File: config.mk
export PLATFORM = sky130hd
export DESIGN_NAME = instr_feeder
export DESIGN_NICKNAME = d
export VERILOG_FILES = /design/src/rtl/instr_feeder.sv
export SDC_FILE = /design/constraint.sdc
export NUM_CORES = 1
export LEC_CHECK = 0
export CORE_ASPECT_RATIO = 1.2
export CORE_MARGIN = 1.5
export CORE_UTILIZATION = 50
export DETAILED_ROUTE_END_ITERATION = 16
export DONT_BUFFER_PORTS = 1
export SLEW_MARGIN = 15
export SYNTH_ARGS = -nofsm -noshare
export SYNTH_HDL_FRONTEND = slang
export SYNTH_SLANG_ARGS = --single-unit
File: constraint.sdc
create_clock -name clk -period 2.9 [get_ports clk]
set_clock_uncertainty 0.1 [all_clocks]
set_input_delay 0.58 -clock clk [delete_from_list [all_inputs] [get_ports clk]]
set_output_delay 0.58 -clock clk [all_outputs]
set_load 0.03 [all_outputs]
File: src/rtl/instr_feeder.sv
// Instruction feeder: buffers 16-bit instructions in a FIFO and issues each one to the cpu
// through the load/s handshake, then waits on w and reports result/flags with a done pulse.
`timescale 1ns/1ps

module instr_feeder #(
  parameter int DEPTH   = 8,
  parameter int TIMEOUT = 64
) (
  input  logic        clk,
  input  logic        reset,
  input  logic        push,
  input  logic [15:0] push_data,
  output logic        full,
  output logic        empty,
  output logic        ovf,
  output logic [15:0] cpu_in,
  output logic        cpu_load,
  output logic        cpu_s,
  input  logic        cpu_w,
  input  logic [15:0] cpu_out,
  input  logic        cpu_N,
  input  logic        cpu_V,
  input  logic        cpu_Z,
  output logic [15:0] result,
  output logic [2:0]  flags,
  output logic        done,
  output logic        busy,
  output logic        timeout_err
);

  localparam int AW = $clog2(DEPTH);
  localparam int CW = AW + 1;
  localparam int TW = $clog2(TIMEOUT) + 1;

  typedef enum logic [2:0] {
    S_IDLE,
    S_LOAD,
    S_START,
    S_WAIT_LEAVE,
    S_WAIT_DONE,
    S_CAPTURE,
    S_ERR
  } state_e;

  state_e         r_state;
  logic [15:0]    r_mem [DEPTH];
  logic [AW-1:0]  r_wr_ptr;
  logic [AW-1:0]  r_rd_ptr;
  logic [CW-1:0]  r_count;
  logic [TW-1:0]  r_tcnt;
  logic           r_load_ph;

  logic           w_push_ok;
  logic           w_pop;
  logic [CW-1:0]  w_count_nxt;
  logic [15:0]    w_head;
  logic           w_timeout;

  // NOTE: every signal assigned in always_comb gets a default first, so no path can infer a latch.
  always_comb begin
    w_push_ok   = push && !full;
    w_pop       = (r_state == S_CAPTURE);
    w_count_nxt = r_count + CW'(w_push_ok) - CW'(w_pop);
    w_head      = r_mem[r_rd_ptr];
    w_timeout   = 1'b0;
    if (r_tcnt == TW'(TIMEOUT - 1)) begin
      if (r_state == S_WAIT_LEAVE && cpu_w)  w_timeout = 1'b1;
      if (r_state == S_WAIT_DONE  && !cpu_w) w_timeout = 1'b1;
    end
  end

  // NOTE: the storage array has no reset; pointers and count alone decide which words are valid.
  always_ff @(posedge clk) begin
    if (w_push_ok) r_mem[r_wr_ptr] <= push_data;
  end

  // NOTE: sequential state uses non-blocking assignments so every register samples pre-edge values.
  always_ff @(posedge clk or negedge reset) begin
    if (!reset) begin
      r_wr_ptr <= '0;
      r_rd_ptr <= '0;
      r_count  <= '0;
      full     <= 1'b0;
      empty    <= 1'b1;
      ovf      <= 1'b0;
    end else begin
      if (w_push_ok) r_wr_ptr <= r_wr_ptr + 1'b1;
      if (w_pop)     r_rd_ptr <= r_rd_ptr + 1'b1;
      r_count <= w_count_nxt;
      full    <= (w_count_nxt == CW'(DEPTH));
      empty   <= (w_count_nxt == '0);
      if (push && full) ovf <= 1'b1;
    end
  end

  // Outputs are set on the transition into a state so they line up with that state's cycles.
  always_ff @(posedge clk or negedge reset) begin
    if (!reset) begin
      r_state     <= S_IDLE;
      r_tcnt      <= '0;
      r_load_ph   <= 1'b0;
      cpu_in      <= '0;
      cpu_load    <= 1'b0;
      cpu_s       <= 1'b0;
      result      <= '0;
      flags       <= '0;
      done        <= 1'b0;
      busy        <= 1'b0;
      timeout_err <= 1'b0;
    end else begin
      done <= 1'b0;
      if (w_timeout) begin
        r_state     <= S_ERR;
        timeout_err <= 1'b1;
        cpu_in      <= '0;
        cpu_load    <= 1'b0;
        cpu_s       <= 1'b0;
        busy        <= 1'b0;
      end else begin
        case (r_state)
          S_IDLE: begin
            if (!empty) begin
              cpu_in    <= w_head;
              cpu_load  <= 1'b1;
              busy      <= 1'b1;
              r_load_ph <= 1'b0;
              r_state   <= S_LOAD;
            end
          end
          S_LOAD: begin
            if (r_load_ph) begin
              cpu_load <= 1'b0;
              cpu_s    <= 1'b1;
              r_state  <= S_START;
            end else begin
              r_load_ph <= 1'b1;
            end
          end
          S_START: begin
            cpu_s   <= 1'b0;
            r_tcnt  <= '0;
            r_state <= S_WAIT_LEAVE;
          end
          S_WAIT_LEAVE: begin
            if (!cpu_w) begin
              r_tcnt  <= '0;
              r_state <= S_WAIT_DONE;
            end else begin
              r_tcnt <= r_tcnt + 1'b1;
            end
          end
          S_WAIT_DONE: begin
            // Capture here so result/flags are already valid in the cycle done is high.
            if (cpu_w) begin
              result  <= cpu_out;
              flags   <= {cpu_N, cpu_V, cpu_Z};
              done    <= 1'b1;
              r_state <= S_CAPTURE;
            end else begin
              r_tcnt <= r_tcnt + 1'b1;
            end
          end
          S_CAPTURE: begin
            busy    <= 1'b0;
            r_state <= S_IDLE;
          end
          S_ERR: begin
            r_state <= S_ERR;
          end
          default: begin
            r_state <= S_IDLE;
          end
        endcase
      end
    end
  end

endmodule

# After elaboration in Yosys (flattened, before gate mapping)
# Memory sizes are Yosys's and may differ from the RTL's.
# Cells that the tools add are included.
dict set report word_totals {
  regBits 64
  ramBits 128
  in_bits 39
  elab_cells 92
  memories 1
}
# name words word_bits read_ports rd_clocked_by_memory_dff wr line_no
set mem_list {}
lappend mem_list {r_mem 8 16 1 0 1 46} ;# logic [15:0] r_mem [DEPTH];
dict set report classes {
  addsub 5
  eq_ne 15
  muxes 31
  bitwise 1
  n_reduce_logical 22
}
# operator count
set ops {}
lappend ops {{two-way mux 16 bit} 3}
lappend ops {{case mux 7 bit (3 select lines)} 1}
lappend ops {{case mux 3 bit (6 select lines)} 1}
lappend ops {{two-way mux 1 bit} 15}
lappend ops {{two-way mux 3 bit} 5}
lappend ops {{two-way mux 7 bit} 2}
lappend ops {{inequality test 3 bit (second input constant)} 4}
lappend ops {{AND reduction 3 bit} 4}
lappend ops {{nonzero test 3 bit} 4}
lappend ops {{equality test 3 bit (second input constant)} 3}
lappend ops {{case mux 1 bit (2 select lines)} 4}
lappend ops {{adder 7 x 1 -> 7 bit (second input constant)} 1}
lappend ops {{equality test 7 x 6 -> 1 bit (second input constant)} 1}
lappend ops {{adder 3 x 1 -> 3 bit (second input constant)} 2}
lappend ops {{equality test 3 x 2 -> 1 bit (second input constant)} 2}
lappend ops {{AND reduction 2 bit} 3}
lappend ops {{adder 4 x 1 -> 4 bit} 1}
lappend ops {{equality test 4 bit (second input constant)} 1}
lappend ops {{logical AND 1 bit} 4}
lappend ops {{zero test 4 bit} 1}
lappend ops {{inequality test 2 bit (second input constant)} 2}
lappend ops {{AND reduction 4 bit} 1}
lappend ops {{nonzero test 2 bit} 2}
lappend ops {{subtractor 4 x 1 -> 4 bit} 1}
lappend ops {{other kinds (5)} 6}

# Logic depth before layout (Yosys ltp)
dict set report logic_depth {
  ltp_word 7
  mapped_depth 11
}

# Worst setup path after synthesis
# Ideal clock, no wire load.
dict set report synth_path {
  path_kind {register to register}
  from {register full}
  to {memory r_mem[4][0] (enable)}
  setup_ps 430
  arrival_ps 2245
  required_time_ps 2370
  setup_slack_ps 125
  path_stages_with_launch 2
  path_cell_list {dfrtp_1 -> nor4_1}
}
dict set report synth_via {
  elab_chain_cells 4
}
# element line_no
set synth_rtl {}
lappend synth_rtl {{start, declared} 13} ;# output logic full,
lappend synth_rtl {{start signal, assigned} 90} ;# full <= (w_count_nxt == CW'(DEPTH));
lappend synth_rtl {{zero test 1 bit} 61} ;# w_push_ok = push && !full;
lappend synth_rtl {{logical AND 1 bit} 61}
lappend synth_rtl {{two-way mux 1 bit} 74} ;# if (w_push_ok) r_mem[r_wr_ptr] <= push_data;
lappend synth_rtl {{two-way mux 1 bit (not written as such)} 74}
lappend synth_rtl {{end, declared} 46}
# No other way between the ends.

# Worst setup path in the final report
dict set report layout_path {
  from {register r_state[1]}
  to {register full}
}
dict set report layout_via {
  elab_chain_cells 3
}
# element line_no
set layout_rtl {}
lappend layout_rtl {{start, declared} 45} ;# state_e r_state;
lappend layout_rtl {{start signal, assigned} 99} ;# r_state <= S_IDLE;
lappend layout_rtl {{start signal, assigned} 113} ;# r_state <= S_ERR;
lappend layout_rtl {{start signal, assigned} 127} ;# r_state <= S_LOAD;
lappend layout_rtl {{equality test 3 bit} 62} ;# w_pop = (r_state == S_CAPTURE);
lappend layout_rtl {{subtractor 4 x 1 -> 4 bit} 63} ;# w_count_nxt = r_count + CW'(w_push_ok) - CW'(w_pop);
lappend layout_rtl {{named net w_count_nxt[1]} 55} ;# logic [CW-1:0] w_count_nxt;
lappend layout_rtl {{equality test 4 bit} 90}
# The timed path passes the listed nets, and every way through them passes these cells.
# A chain may end at the register's enable or synchronous reset.

==> flow_metrics.py <==
metrics = {
    "floorplanning": {
        "coreArea_um2": 15000,
        "rows": 49,
        "dieArea_um2": 16000,
        "initial_core_util": 0.509,
        "fp.dieH_um": 138,
        "die_w_um": 116,
        "io_pins": 82,
    },
    "route": {
        "first_pass_iters": 5,
        "num_vias": 3812,
        "viasPerCell": 5.66,
        "drt-wirelength-per-cell_um": 20.5,
        "ant_nets": 0,
        "wl_mm": 13.8,
        "drtIter0Drc": 232,
        "remaining_drc_errors": 0,
    },
    "timing": {
        "setup-tns-final_ns": 0,
        "hold_viol_final": 0,
        "period_needed_ns": 2.54,
        "drv_slew": 0,
        "timing.hold.ws_ns": 0.142,
        "fmax_mhz": 394,
        "slew_headroom": 0.486,
        "rsz0062_at_grt": "false",
        "setup-violations-final": 0,
        "period_share": 0.876,
        "worst_pin_slew_ns": 0.771,
    },
    "setup_path": {
        "critPathKind": "register to register",
        "arrival_ns": 2.79,
        "end_kind": "register",
        "start_kind": "register",
        "cp_max_fo": 7,
        "ff2ff_path_depth": 10,
        "required_ns": 3.15,
    },
    "power": {
        "leakage_nw": 3.07,
        "peakVddDrop_uv": 535,
        "power.density_nw_per_um2": 1090,
    },
    "global_route": {
        "grt_pass1_wl_mm": 21.6,
        "grt_pass1_vias": 4014,
        "grt_max_degree": 65,
        "grt_antenna_before_repair": 0,
        "grt_overflow": 0,
        "grt_usage": 0.184,
    },
    "synthesis": {
        "ys.flop_type": "edfxtp_1",
        "netlist_area_um2": 7610,
        "ys_types": 52,
        "ys_ff_latch": 192,
        "ys_seq_area_frac": 0.716,
        "syn_nets": 480,
        "syn_avg_cell_area_um2": 17.5,
        "yosysWarnings": 0,
        "synth_cells": 434,
        "synth-async-reset-ratio": 0.333,
        "synth-edff-count": 128,
    },
    "job": {
        "drv_cap": 0,
    },
    "worst_hold_path": {
        "worstHoldPathCells": 0,
        "worstHoldPathType": "primary input to register",
    },
    "layout": {
        "syn2layout_area_growth_pct": 13.3,
        "diodes": 0,
        "drive_gt1_frac": 0.258,
        "multi_input_area_um2": 2050,
        "regArea_um2": 5450,
        "fill_cells": 1181,
        "final_nets": 502,
    },
    "status": {
        "outcome": "complete, no violations",
    },
    "clocking": {
        "clkSinkCount": 192,
        "cts_root_buf": "clkbuf_16",
        "numCtsBuffers": 17,
        "cts_tree": "built",
        "cts.repair.resized": 0,
        "htree_levels": 4,
        "path_clk_slew_ns": 0.07,
        "clk_latency_ns": 0.43,
        "cts_buffer_depth": 2,
    },
    "place": {
        "numPortBuffers": 0,
        "gp_congestion": 0.765,
        "hpwl_mm": 8.88,
    },
}
[worst max-delay path: stages, from the launching register on]
cell and delay [ns]:
dfrtp_1 0.37, inv_1 0.17, nand3_1 0.15, or2_2 0.35, nand2_1 0.08, ha_1 0.16
inv_1 0.06, fa_1 0.47, inv_1 0.05, or3_1 0.37, nor2b_1 0.14
[what timing repair did]
item,in CTS,in global routing
endpoints found under the hold margin,64,0
hold buffers,2,0
buffers inserted,0,0
[power by group]
group	total, W	internal, W	switching, W
Clock	0.00237	0.00137	0.00100
Combinational	0.00244	0.00121	0.00123
Sequential	0.00457	0.00359	0.000981
[final timing paths]
kind / start / endpoint / slack (ns)
setup / recovery: r_state[1] / full / 0.36
hold / removal: push_data[3] / r_mem[2][3] / 0.14
setup reg to reg: r_state[1] / full / 0.36
hold reg to reg: r_tcnt[5] / r_tcnt[5] / 0.40
max in group asynchronous: reset / empty / 1.83
min in group asynchronous: reset / r_count[3] / 0.59
[cell type report]
class / instances / share of cell area
tap: 204 / 0.0296
clock inverter: 15 / 0.0211
multi-input combinational: 211 / 0.238
clock buffer: 17 / 0.0494
inverter: 9 / 0.00392
sequential: 192 / 0.632
timing repair buffer: 25 / 0.0258
[per-stage QoR]
stage               area, µm²  total power [W]   util  setup slack (ns)  instances
floorplan                7610          0.00637      -             0.125        434
global placement         7970          0.00704  0.533             0.473        639
detailed placement       7970          0.00712  0.533             0.352        639
CTS                      8620          0.00951  0.576             0.345        673
global route             8620          0.00988  0.576             0.156        673
finish                   8620          0.00939  0.576             0.360        673
[flip-flops by register name, summed over array words and instances (netlist names)]
register     cells
r_rd_ptr         3
full             1
ovf              1
cpu_in          16
empty            1
r_count          4
r_wr_ptr         3
cpu_load         1
result          16
r_tcnt           7
r_state          3
flags            3
timeout_err      1
done             1
cpu_s            1
r_load_ph        1
busy             1
r_mem          128
[synthesized netlist by cell type, drive strengths merged (2+ instances only)]
cell	instances	share of area
a211oi	10	0.0099
a21o	2	0.0020
a21oi	4	0.0031
a22o	2	0.0023
a31oi	3	0.0025
buf	18	0.013
clkbuf	4	0.0020
dfrtp	63	0.21
edfxtp	128	0.51
ha	6	0.0099
inv	9	0.0044
mux2	21	0.031
mux2i	19	0.025
mux4	32	0.095
nand2	25	0.012
nand2b	3	0.0025
nand3	6	0.0039
nor2	19	0.0094
nor2b	3	0.0025
nor3	6	0.0039
nor4	2	0.0025
o21ai	10	0.0066
o22ai	6	0.0049
o31ai	2	0.0020
or2	2	0.0016
or3	3	0.0031
xnor2	7	0.0081
[layer usage]
| metal | up-vias | wire length, µm | global-route usage |
|---|---|---|---|
| met5 | - | 0 | 0 |
| met4 | 0 | 227 | 0.0734 |
| met3 | 18 | 759 | 0.0500 |
| met2 | 109 | 7090 | 0.310 |
| met1 | 1963 | 5720 | 0.222 |
| li1 | 1722 | - | - |
[placed cells by master, fill, tap and decap left out, types with 7 or more instances in the layout]
cell type / n
o21ai_0: 8
nor2_1: 19
xnor2_1: 7
buf_4: 22
mux2i_1: 19
dfrtp_1: 62
edfxtp_1: 128
clkbuf_16: 17
a211oi_1: 10
inv_1: 9
nand2_1: 25
mux2_2: 21
mux4_2: 32
[kinds of logic after synthesis]
| kind of cell | share of synthesized area |
|---|---|
| simple gates | 0.0512 |
| compound gates | 0.0408 |
| buf+inv | 0.0196 |
| flops | 0.716 |
| xor+xnor | 0.00921 |
| mux | 0.151 |
| fa+ha+maj | 0.0125 |
Power figures use the tool's default switching activity.
